<file path="src/rtl/mips_multicycle_ctrl.sv">
// mips_multicycle_ctrl
//   Control FSM for the shared-memory multicycle MIPS datapath. One memory
//   port serves instruction fetch and data access. Opcode/funct are decoded
//   from the instruction register, and the datapath strobes and muxes are
//   driven from the current state. The block also provides a memory-ready
//   wait handshake, a sticky watchdog flag and an illegal-instruction pulse.
//
//   Parameters: MAX_WAIT  consecutive not-ready cycles before mem_timeout (1..255)
//               WAIT_W    wait counter width
//   Inputs : clk, reset (sync, active-high), op, funct, zero, mem_ready
//   Outputs: memwrite, irwrite, pcen, regwrite, iord, memtoreg, regdst,
//            alusrca, alusrcb, pcsrc, alucontrol, state (debug),
//            instr_done, illegal_op (1-cycle pulse), mem_timeout (sticky)
//
//   Build option: define MC_BNE_EN to decode op 000101 (bne) as a branch
//   taken when zero=0. Without it, bne is treated as an illegal opcode.
module mips_multicycle_ctrl #(
  parameter int unsigned MAX_WAIT = 15,
  parameter int unsigned WAIT_W   = 8
) (
  input  logic       clk,
  input  logic       reset,
  input  logic [5:0] op,
  input  logic [5:0] funct,
  input  logic       zero,
  input  logic       mem_ready,
  output logic       memwrite,
  output logic       irwrite,
  output logic       pcen,
  output logic       regwrite,
  output logic       iord,
  output logic       memtoreg,
  output logic       regdst,
  output logic       alusrca,
  output logic [1:0] alusrcb,
  output logic [1:0] pcsrc,
  output logic [2:0] alucontrol,
  output logic [3:0] state,
  output logic       instr_done,
  output logic       illegal_op,
  output logic       mem_timeout
);

  typedef enum logic [3:0] {
    FETCH    = 4'd0,
    DECODE   = 4'd1,
    MEMADR   = 4'd2,
    MEMRD    = 4'd3,
    MEMWB    = 4'd4,
    MEMWR    = 4'd5,
    EXECUTE  = 4'd6,
    ALUWB    = 4'd7,
    BRANCH   = 4'd8,
    ADDIEXEC = 4'd9,
    ADDIWB   = 4'd10,
    JUMP     = 4'd11
  } state_t;

  localparam logic [5:0] OP_RTYPE = 6'b000000;
  localparam logic [5:0] OP_J     = 6'b000010;
  localparam logic [5:0] OP_BEQ   = 6'b000100;
  localparam logic [5:0] OP_BNE   = 6'b000101;
  localparam logic [5:0] OP_ADDI  = 6'b001000;
  localparam logic [5:0] OP_LW    = 6'b100011;
  localparam logic [5:0] OP_SW    = 6'b101011;

  localparam logic [2:0] ALU_ADD = 3'b010;
  localparam logic [2:0] ALU_SUB = 3'b110;
  localparam logic [2:0] ALU_AND = 3'b000;
  localparam logic [2:0] ALU_OR  = 3'b001;
  localparam logic [2:0] ALU_SLT = 3'b111;

  localparam logic [WAIT_W-1:0] WAIT_MAX    = WAIT_W'(MAX_WAIT);
  localparam logic [WAIT_W-1:0] WAIT_MAX_M1 = WAIT_W'(MAX_WAIT - 1);

  state_t            st;
  logic [WAIT_W-1:0] wait_cnt;
  logic              wait_now;
  logic              is_branch;
  logic              br_take;
  logic              f_ok;
  logic [2:0]        f_alu;

  assign state = st;

  // A wait cycle is any not-ready cycle in a state that owns the memory port.
  assign wait_now = ((st == FETCH) || (st == MEMRD) || (st == MEMWR)) && !mem_ready;

`ifdef MC_BNE_EN
  assign is_branch = (op == OP_BEQ) || (op == OP_BNE);
  assign br_take   = (op == OP_BNE) ? ~zero : zero;
`else
  assign is_branch = (op == OP_BEQ);
  assign br_take   = zero;
`endif

  always_comb begin
    f_ok  = 1'b1;
    f_alu = ALU_ADD;
    case (funct)
      6'b100000: f_alu = ALU_ADD;
      6'b100010: f_alu = ALU_SUB;
      6'b100100: f_alu = ALU_AND;
      6'b100101: f_alu = ALU_OR;
      6'b101010: f_alu = ALU_SLT;
      default:   f_ok  = 1'b0;
    endcase
  end

  always_ff @(posedge clk) begin
    if (reset) begin
      st          <= FETCH;
      wait_cnt    <= '0;
      mem_timeout <= 1'b0;
      illegal_op  <= 1'b0;
    end else begin
      illegal_op <= 1'b0;

      // The FSM cannot leave a memory state while not ready, so clearing on
      // any non-wait cycle also covers the "left the state" case.
      if (wait_now) begin
        if (wait_cnt != WAIT_MAX)
          wait_cnt <= wait_cnt + 1'b1;
      end else begin
        wait_cnt <= '0;
      end
      if (wait_now && (wait_cnt == WAIT_MAX_M1))
        mem_timeout <= 1'b1;

      case (st)
        FETCH:   if (mem_ready) st <= DECODE;
        DECODE: begin
          if ((op == OP_LW) || (op == OP_SW)) st <= MEMADR;
          else if (op == OP_RTYPE)            st <= EXECUTE;
          else if (is_branch)                 st <= BRANCH;
          else if (op == OP_ADDI)             st <= ADDIEXEC;
          else if (op == OP_J)                st <= JUMP;
          else begin
            st         <= FETCH;
            illegal_op <= 1'b1;
          end
        end
        MEMADR:  st <= (op == OP_SW) ? MEMWR : MEMRD;
        MEMRD:   if (mem_ready) st <= MEMWB;
        MEMWR:   if (mem_ready) st <= FETCH;
        EXECUTE: begin
          if (f_ok) begin
            st <= ALUWB;
          end else begin
            st         <= FETCH;
            illegal_op <= 1'b1;
          end
        end
        ADDIEXEC: st <= ADDIWB;
        default:  st <= FETCH;
      endcase
    end
  end

  always_comb begin
    memwrite   = 1'b0;
    irwrite    = 1'b0;
    pcen       = 1'b0;
    regwrite   = 1'b0;
    iord       = 1'b0;
    memtoreg   = 1'b0;
    regdst     = 1'b0;
    alusrca    = 1'b0;
    alusrcb    = 2'b00;
    pcsrc      = 2'b00;
    alucontrol = 3'b000;
    instr_done = 1'b0;
    case (st)
      FETCH: begin
        alusrcb    = 2'b01;
        alucontrol = ALU_ADD;
        irwrite    = mem_ready;
        pcen       = mem_ready;
      end
      DECODE: begin
        alusrcb    = 2'b11;
        alucontrol = ALU_ADD;
      end
      MEMADR: begin
        alusrca    = 1'b1;
        alusrcb    = 2'b10;
        alucontrol = ALU_ADD;
      end
      MEMRD: iord = 1'b1;
      MEMWB: begin
        memtoreg   = 1'b1;
        regwrite   = 1'b1;
        instr_done = 1'b1;
      end
      MEMWR: begin
        iord       = 1'b1;
        memwrite   = 1'b1;
        instr_done = mem_ready;
      end
      EXECUTE: begin
        alusrca    = 1'b1;
        alucontrol = f_alu;
      end
      ALUWB: begin
        regdst     = 1'b1;
        regwrite   = 1'b1;
        instr_done = 1'b1;
      end
      BRANCH: begin
        alusrca    = 1'b1;
        alucontrol = ALU_SUB;
        pcsrc      = 2'b01;
        pcen       = br_take;
        instr_done = 1'b1;
      end
      ADDIEXEC: begin
        alusrca    = 1'b1;
        alusrcb    = 2'b10;
        alucontrol = ALU_ADD;
      end
      ADDIWB: begin
        regwrite   = 1'b1;
        instr_done = 1'b1;
      end
      JUMP: begin
        pcsrc      = 2'b10;
        pcen       = 1'b1;
        instr_done = 1'b1;
      end
      default: ;
    endcase
    if (reset) begin
      memwrite   = 1'b0;
      irwrite    = 1'b0;
      pcen       = 1'b0;
      regwrite   = 1'b0;
      instr_done = 1'b0;
    end
  end

endmodule
</file>
<file path="config.mk">
export PLATFORM = sky130hd
export DESIGN_NAME = mips_multicycle_ctrl
export DESIGN_NICKNAME = d
export VERILOG_FILES = /design/src/rtl/mips_multicycle_ctrl.sv
export SDC_FILE = /design/constraint.sdc
export NUM_CORES = 1
export LEC_CHECK = 0
export CAP_MARGIN = 20
export CORE_MARGIN = 1.5
export CORE_UTILIZATION = 40
export DETAILED_ROUTE_END_ITERATION = 10
export GPL_ROUTABILITY_DRIVEN = 0
export PLACE_DENSITY = 0.77
export REMOVE_ABC_BUFFERS = 1
export SKIP_LAST_GASP = 1
export SYNTH_ARGS = -nofsm -noshare
export SYNTH_HDL_FRONTEND = slang
export SYNTH_SLANG_ARGS = --single-unit
export TNS_END_PERCENT = 50
</file>
<file path="constraint.sdc">
create_clock -name clk -period 1.7 [get_ports clk]
set_clock_uncertainty 0.15 [all_clocks]
set_input_delay 0.255 -clock clk [delete_from_list [all_inputs] [get_ports clk]]
set_output_delay 0.255 -clock clk [all_outputs]
set_load 0.005 [all_outputs]
</file>
==> metrics.yaml, run 1 <==
core_um2: 2500
syn_area_um2: 1060
whs_ps: 410
fin_nets: 240
grt_pass1_vias: 1403
fp-row-count: 18
detail-route-antenna-nets: 0
post-route-min-period_ps: 2020
cp.arrival_ps: 2070
synth_largest_area_cell: "dfxtp_1"
wirelength_um: 4060
crit_path_max_fanout: 5
clockRootBuffer: "clkbuf_4"
synth_top_area_share_pct: 26.4
final_common_cell: "buf_4"
total_power_w: 0.000949
drv_cap: 0
rrSetupSlack_ps: -320
ir_worst_vdd_uv: 570
clk_path_buf_depth: 2
required_ps: 1760
min_to: "wait_cnt[7]"
fin_crit_sh_pct: 119
antenna_found_initial: 0
async_flop_share_pct: 0
setup_viol_count_final: 32
clkTransAtPathRegs_ps: 80
violations: "negative setup slack"
yosysSeqAreaShare_pct: 26.4
ios: 38
cp.buffers_inverters: 4
die_w_um: 54.5
dp_hpwl_um: 2600
clock-sinks: 14
r2r_cells: 9
overflow: 0
p_per_area_nw_per_um2: 478
place.port_buffers: 37
endpoint_kind: "flip-flop"
hold_path_depth: 2
die_area_um2: 2970
fillers: 151
final.setup.worst_slack_ps: -318
critical_path_depth: 9
die_h_um: 54.5
synthesis.instances: 138
fmax_mhz: 496
drv_slew: 0
crit_type: "flip-flop to flip-flop"
yosys_warnings: 0
slowest_delay_ps: 460
drc: 0
drtPass1Iterations: 4
leakagePower_nw: 0.835
final_hold_viol_count: 0
syn-mean-instance-area_um2: 7.70
cpMostUsedCell: "buf_6"
cts_buffers: 3
critPathLaunchType: "flip-flop"
grt_pass1_wl_um: 5950
clk_latency_ps: 290
h-tree-depth: 1
min_path_type: "flip-flop to flip-flop"
syn_to_final_growth_pct: 86.8
tightest_slew_ps: 488
slowest_stage: "or4_4"
grt_use_total_pct: 28.4
ys.flop_type: "dfxtp_1"
drive_above_1_share_pct: 44.3
status: "finished, violations left"
synth-edff-count: 0
num_vias: 1404
cpLargestDelayFamily: "simple AND/OR/NAND/NOR gates"
synth.distinct_cells: 46
n_antenna_cell: 0
ys_ff_latch: 14
grt_max_degree: 17
drt_iter0_drc: 54
yosys-top-cells-area: "dfxtp_1 26%, nor2_1 7.4%, a21oi_1 5.2%"
vias_per_cell: 5.59
start_util_pct: 42.5
hp-start: "wait_cnt[7]"
final_cell_mix: "40 x buf_4, 22 x clkdlybuf4s50_1, 13 x nor2_1"
rsz0062_at_grt: "yes"
wl_per_cell_um: 16.2
crit_chain: "buf_6 > buf_6 > xor2_2 > buf_4 > nor2_4 > a21oi_2 > or4_4 > buf_6 > o22ai_4"
regToRegEndpoint: "mem_timeout"
cts_tree: "done"
relSlewSlack_pct: 67.0
rr_startpoint: "state[0]"
## worst max-delay path by stage
stage | start | slack, ps | to
floorplan | state[3] | -140 | pcen
global placement | reset | -370 | memwrite
detailed placement | op[0] | -400 | state[1]
CTS | state[0] | -330 | state[1]
global route | state[0] | -370 | regwrite
finish | state[0] | -320 | mem_timeout
## per-layer routing
layer / share of wire (%) / vias to the layer above / GRT usage [%] / wire [µm]
met5: 0 / - / 0 / 0
met4: 1.8 / 0 / 12.5 / 72
met3: 4.5 / 10 / 5.46 / 184
met2: 54 / 56 / 57.0 / 2200
met1: 40 / 658 / 27.2 / 1610
li1: - / 680 / - / -
## synthesized netlist by cell type (3+ instances only)
| master | count |
|---|---|
| dfxtp_1 | 14 |
| nand2_1 | 8 |
| inv_1 | 3 |
| nor3_1 | 7 |
| nor3b_1 | 4 |
| clkbuf_1 | 3 |
| a21oi_1 | 11 |
| nand3_1 | 6 |
| xnor2_1 | 4 |
| nand4_1 | 4 |
| o21bai_1 | 3 |
| nor2_1 | 21 |
| xor2_1 | 3 |
| nor2b_1 | 3 |
## cell families (layout without fill, tap and decap cells)
| logic type | Yosys count | after routing | share of synthesized area (%) |
|---|---|---|---|
| compound gates | 33 | 33 | 22.4 |
| xor+xnor | 8 | 8 | 7.30 |
| fa+ha+maj | 2 | 2 | 2.36 |
| buf+inv | 11 | 94 | 5.77 |
| flops | 14 | 14 | 26.4 |
| mux | 1 | 1 | 0.942 |
| simple gates | 69 | 69 | 34.9 |
## area by class of cell
class	count	area [µm²]	area share, %
Multi-Input combinational cell	113	858	43.3
Timing Repair Buffer	86	744	37.5
Sequential cell	14	290	14.6
Tap cell	30	37.5	1.89
Clock buffer	4	36.3	1.83
Inverter	4	17.5	0.883
## report_power, final
| group | internal, W | switching [W] |
|---|---|---|
| combinational | 0.000204 | 0.000157 |
| clock | 0.000131 | 0.000108 |
| sequential | 0.000337 | 0.0000115 |
| total | 0.000672 | 0.000277 |
## state kept, by name, summed over array words and instances, names as in the netlist
| signal | count |
|---|---|
| wait_cnt | 8 |
| illegal_op | 1 |
| mem_timeout | 1 |
| state | 4 |
## tightest hold or removal path: stages, from the launching register on
cell,delay [ps]
dfxtp_1,350
xor2_1,90
nor2_2,90
## what timing repair did
item                                   CTS  global route
cloned                                   1             0
endpoints found under the hold margin    0             0
hold buffers                             0             0
resized for setup                       78            22
setup endpoints to repair               33            34
pin swaps                               11            11
setup buffers                           10             1
## stage by stage
step / utilization [%] / cells / worst slack [ps] / instance area (µm²) / setup TNS, ps
after floorplan: - / 131 / -141 / 1020 / -1010
after global placement: 68.4 / 236 / -368 / 1710 / -6260
after detailed placement: 68.4 / 236 / -401 / 1710 / -6920
after CTS: 76.2 / 250 / -335 / 1910 / -6830
after global routing: 79.4 / 251 / -366 / 1980 / -7600
final: 79.4 / 251 / -318 / 1980 / -5930
Note: power is estimated with default switching activity, not from simulation.
==> run 2, diff against run 1 <==
--- a/config.mk
+++ b/config.mk
@@ -6,10 +6,10 @@
 export NUM_CORES = 1
 export LEC_CHECK = 0
 export CAP_MARGIN = 20
-export CORE_MARGIN = 1.5
 export CORE_UTILIZATION = 40
 export DETAILED_ROUTE_END_ITERATION = 10
 export GPL_ROUTABILITY_DRIVEN = 0
+export MAX_ROUTING_LAYER = met4
 export PLACE_DENSITY = 0.77
 export REMOVE_ABC_BUFFERS = 1
 export SKIP_LAST_GASP = 1
==> run 2 against run 1 <==
The flow still finishes with violations (negative setup slack). Global-route usage is 0.36 points higher. Worst hold slack worse by 66 ps. Final area is 2.0% higher. Worst setup slack better by 5.2 ps. Power is 1.2% higher. Sequential power hardly changed. First-iteration DRC count is 20% higher. Combinational power hardly changed. Clock-buffer cell count stayed put. Critical path type is now flip-flop to output port. Largest power group unchanged.
==> metrics.yaml, run 2 (synthesized netlist as in run 1, its figures left out) <==
status: "finished, violations left"
violations: "negative setup slack"
die_w_um: 53.5  # -1.8%
wl_per_cell_um: 18.5  # +14%
setup.worst_path.start: "state[3]"
rrSetupSlack_ps: -220  # +100 ps
fin_nets: 244  # +1.7%
place.port_buffers: 37  # unchanged
drv_cap: 0  # unchanged
hold_buffers: 0  # unchanged
start_util_pct: 42.5  # unchanged
relSlewSlack_pct: 70.9  # +3.9 points
endpoint_kind: "output port"
total_power_w: 0.000960  # +1.2%
core_um2: 2500  # unchanged
cts_tree: "done"
hold_path_depth: 2  # unchanged
min_to: "mem_timeout"
ios: 38  # unchanged
tightest_slew_ps: 431  # -57.3 ps
cts_buffers: 3  # unchanged
drc: 0  # unchanged
p_per_area_nw_per_um2: 475  # -0.74%
dp_hpwl_um: 2470  # -5.1%
clock-sinks: 14  # unchanged
clkTransAtPathRegs_ps: 80  # about the same
drv_slew: 0  # unchanged
num_vias: 1500  # +6.8%
rr_startpoint: "state[0]"
drive_above_1_share_pct: 45.8  # +1.4 points
crit_path_max_fanout: 8  # +3
grt_max_degree: 13  # -4
syn_to_final_growth_pct: 90.5
final_common_cell: "buf_4"
setup_viol_count_final: 31  # -3.1%
hp-start: "mem_timeout"
fmax_mhz: 497  # +0.26%
antenna_found_initial: 0  # unchanged
grt_use_total_pct: 28.8  # +0.36 points
final_cell_mix: "41 x buf_4, 21 x clkdlybuf4s50_1, 14 x nor2_1"
rsz0062_at_grt: "yes"
detail-route-antenna-nets: 0  # unchanged
cp.arrival_ps: 1610  # -460 ps
final_cells: 255  # +1.6%
overflow: 0  # unchanged
ir_worst_vdd_uv: 610  # +7.0%
h-tree-depth: 1  # unchanged
grt_pass1_wl_um: 5800  # -2.6%
grt_pass1_vias: 1201  # -14%
clockRootBuffer: "clkbuf_4"
n_antenna_cell: 0  # unchanged
post-route-min-period_ps: 2010  # -5.16 ps
final.setup.worst_slack_ps: -313  # +5.16 ps
die_area_um2: 2870  # -3.6%
fin_crit_sh_pct: 118  # -0.30 points
dp.cells: 234  # -0.85%
clk_latency_ps: 290  # about the same
crit_type: "flip-flop to output port"
fp-row-count: 18  # unchanged
leakagePower_nw: 0.873  # +4.6%
top_register: "wait_cnt"
final_hold_viol_count: 0  # unchanged
clk_path_buf_depth: 2  # unchanged
r2r_cells: 8  # -1
vias_per_cell: 5.88  # +5.2%
critPathLaunchType: "flip-flop"
final_util_pct: 80.9  # +1.6 points
regToRegEndpoint: "state[1]"
largest_reg_flops: 8  # unchanged
drt_iter0_drc: 65  # +20%
wirelength_um: 4720  # +16%
required_ps: 1290  # -470 ps
min_path_type: "flip-flop to flip-flop"
die_h_um: 53.5  # -1.8%
drtPass1Iterations: 4  # unchanged
[run 2: cell count changes in the layout (fill, tap and decap cells not counted), sizes merged]
cell / change
buf: +4
clkdlybuf4s15: -1
clkbuf: +2
clkdlybuf4s50: -1
[run 2: timing repair]
item / 4_1_cts / 5_1_grt
pin swaps: 4 / 7
setup buffers: 12 / 4
resized for setup: 76 / 31
endpoints found under the setup margin: 34 / 34
cloned: 0 / 1
[run 2: worst max-delay path by stage]
stage	slack, ps	to	cells past startpoint
2_1_floorplan	-140	pcen	4
3_3_place_gp	-370	pcen	4
3_5_place_dp	-410	alucontrol[2]	5
4_1_cts	-240	regwrite	6
5_1_grt	-350	alusrcb[1]	7
6_report	-310	alucontrol[0]	6
[run 2: critical path: stages (launching register included)]
cell and delay [ps]:
dfxtp_2 340, buf_8 140, nor3_4 250, buf_4 160, nand3_2 70, a21oi_1 190
buf_2 170
[run 2: metal layers]
metal | wire, µm | GRT usage (%) | vias up
met5 | 0 | - | -
met4 | 90 | 6.14 | 0
met3 | 322 | 3.67 | 13
met2 | 2310 | 46.7 | 81
met1 | 2000 | 38.0 | 722
li1 | - | - | 684
[run 2: cell type report]
cell class	count	area (µm²)
clock buffer	4	36.3
fill	138	477
inverter	4	15.0
multi-input combinational	113	861
sequential	14	293
tap	30	37.5
timing repair buffer	90	781
[run 2: stage by stage]
stage               setup WS [ps]  setup TNS [ps]  instance area, µm²  hold slack (ps)
floorplan                    -141           -1010                1020              177
global route                 -354           -6850                2020              371
finish                       -313           -5250                2020              344
global placement             -369           -6650                1690              326
CTS                          -243           -4620                1900              344
detailed placement           -409           -7390                1690              328
[run 2: where the power goes]
part / switching, W / internal, W
logic: 0.000162 / 0.000200
registers: 0.0000140 / 0.000336
clock network: 0.000118 / 0.000131
==> edit, RTL diff (flow settings as in run 1) <==
Reset style: asynchronous (`reset`), changed in one clocked block.
--- a/src/rtl/mips_multicycle_ctrl.sv
+++ b/src/rtl/mips_multicycle_ctrl.sv
@@ -109,3 +109,3 @@
 
-  always_ff @(posedge clk) begin
+  always_ff @(posedge clk or posedge reset) begin
     if (reset) begin
Formal check against the unedited RTL: differs if reset is asserted again (counterexample within 4 cycles, from zero or initial values and one cycle with reset high); with reset held inactive, the same outputs for 10 cycles.
==> edit against run 1 <==
Sequential cell count stayed put; setup slack worse by 0.046 ns; synthesized area is 16% higher; critical path depth is 3 lower; fmax is 2.2% lower; die area is 15% higher; via count is 14% higher; the run still ends with setup timing left; wire length is 24% higher; final area is 10% higher.
Power is not compared: it rests on default switching activity, and its combinational part moved more than twofold at a synthesized area within 25%.
==> edit: results (changes against run 1) <==
top cell family by delay on the critical path=flip-flops (was simple AND/OR/NAND/NOR gates); dpl cell area=1860 um^2 (was 1710 um^2); DR vias/cell=6.06 (was 5.59); Routed wire per std cell=19.0 um (was 16.2 um); Starting DRT DRC Count=141 (was 54); final setup violation count=30 (was 32); metal3 WL=432 um (was 184 um); TNS Setup=-4.35 ns (was -5.93 ns); RR Startpoint=state[1] (was state[0]); Crit Reg-Reg Endpoint=state[2] (was mem_timeout); Sequential Area=354 um^2 (was 290 um^2); Final Hold Slack=0.351 ns (was 0.410 ns); Critical Path Start=state[2] (was state[0]); Crit path arrival time=1.66 ns (was 2.07 ns); HP Start=mem_timeout (was wait_cnt[7]); Netlist cell types=50 (was 46); M1 WL=1890 um (was 1610 um); hold depth=1 (was 2); Pre-antenna DRT Iters=5 (was 4); Commonest cells post-synth=14 x dfrtp_1, 13 x nor2_1, 9 x nand2_1 (was 21 x nor2_1, 14 x dfxtp_1, 11 x a21oi_1); worst-margin pin slew=0.428 ns (was 0.488 ns); pre-CTS setup slack=-0.508 ns (was -0.401 ns); Min-Delay Endpoint=mem_timeout (was wait_cnt[7]); fill count=153 (was 151); failing checks=setup timing (unchanged); slowest stage delay, CP=0.48 ns (was 0.46 ns); Critical-path top delay cell=dfrtp_2 (was or4_4); ranking of synthesized cells by area=dfrtp_1 29%, nor2_1 4.0%, buf_6 3.7% (was dfxtp_1 26%, nor2_1 7.4%, a21oi_1 5.2%); met2 Use GR=47.4% (was 57.0%); met2 WL=2520 um (was 2200 um); GR Layer Usage met1=30.8% (was 27.2%); Detail Placement HPWL=2720 um (was 2600 um); first-pass GRT wire length=7130 um (was 5950 um); aggregate global-route resource usage=27.2% (was 28.4%); DRT Wirelength=5050 um (was 4060 um); final setup margin=-0.364 ns (was -0.318 ns); cell taking the most area after synthesis=dfrtp_1 (was dfxtp_1); Layout Nets=253 (was 240); register area share after synthesis=28.5% (was 26.4%); vias in the first global route=1578 (was 1403); Setup crit end=regwrite (was mem_timeout); status=complete, but fails checks (unchanged); met3 Use GR=5.93% (was 5.46%)
[edit: cell types whose count changed after synthesis, moves of 4 or more]
cell and delta:
a211oi_1 +4, o21ai_0 +5, a21oi_1 -5, nor2_1 -8, dfrtp_1 +14, dfxtp_1 -14
[edit: cell families after synthesis]
kind of cell	count (synthesis)	share of synthesized area [%]
adder cells (fa/ha/maj)	2	2.04
buffers and inverters	13	6.93
AO/OA/AOI/OAI	34	19.9
multiplexers	2	1.83
XOR/XNOR	6	5.81
AND/OR/NAND/NOR	68	35.0
flip-flops	14	28.5
[edit: report_power, final]
group	total [uW]	internal [uW]	leakage (uW)	switching [uW]
registers	481	397	0.000186	83.2
logic	2050	1150	0.000813	903
clock network	245	131	0.0000210	114
[edit: layout make-up]
cell class | instances | share of cell area, %
multi-input cells | 112 | 42.0
repair buffers | 98 | 37.4
inverters | 6 | 1.03
clock buffers | 4 | 1.66
well taps | 31 | 1.77
flip-flops and latches | 14 | 16.2
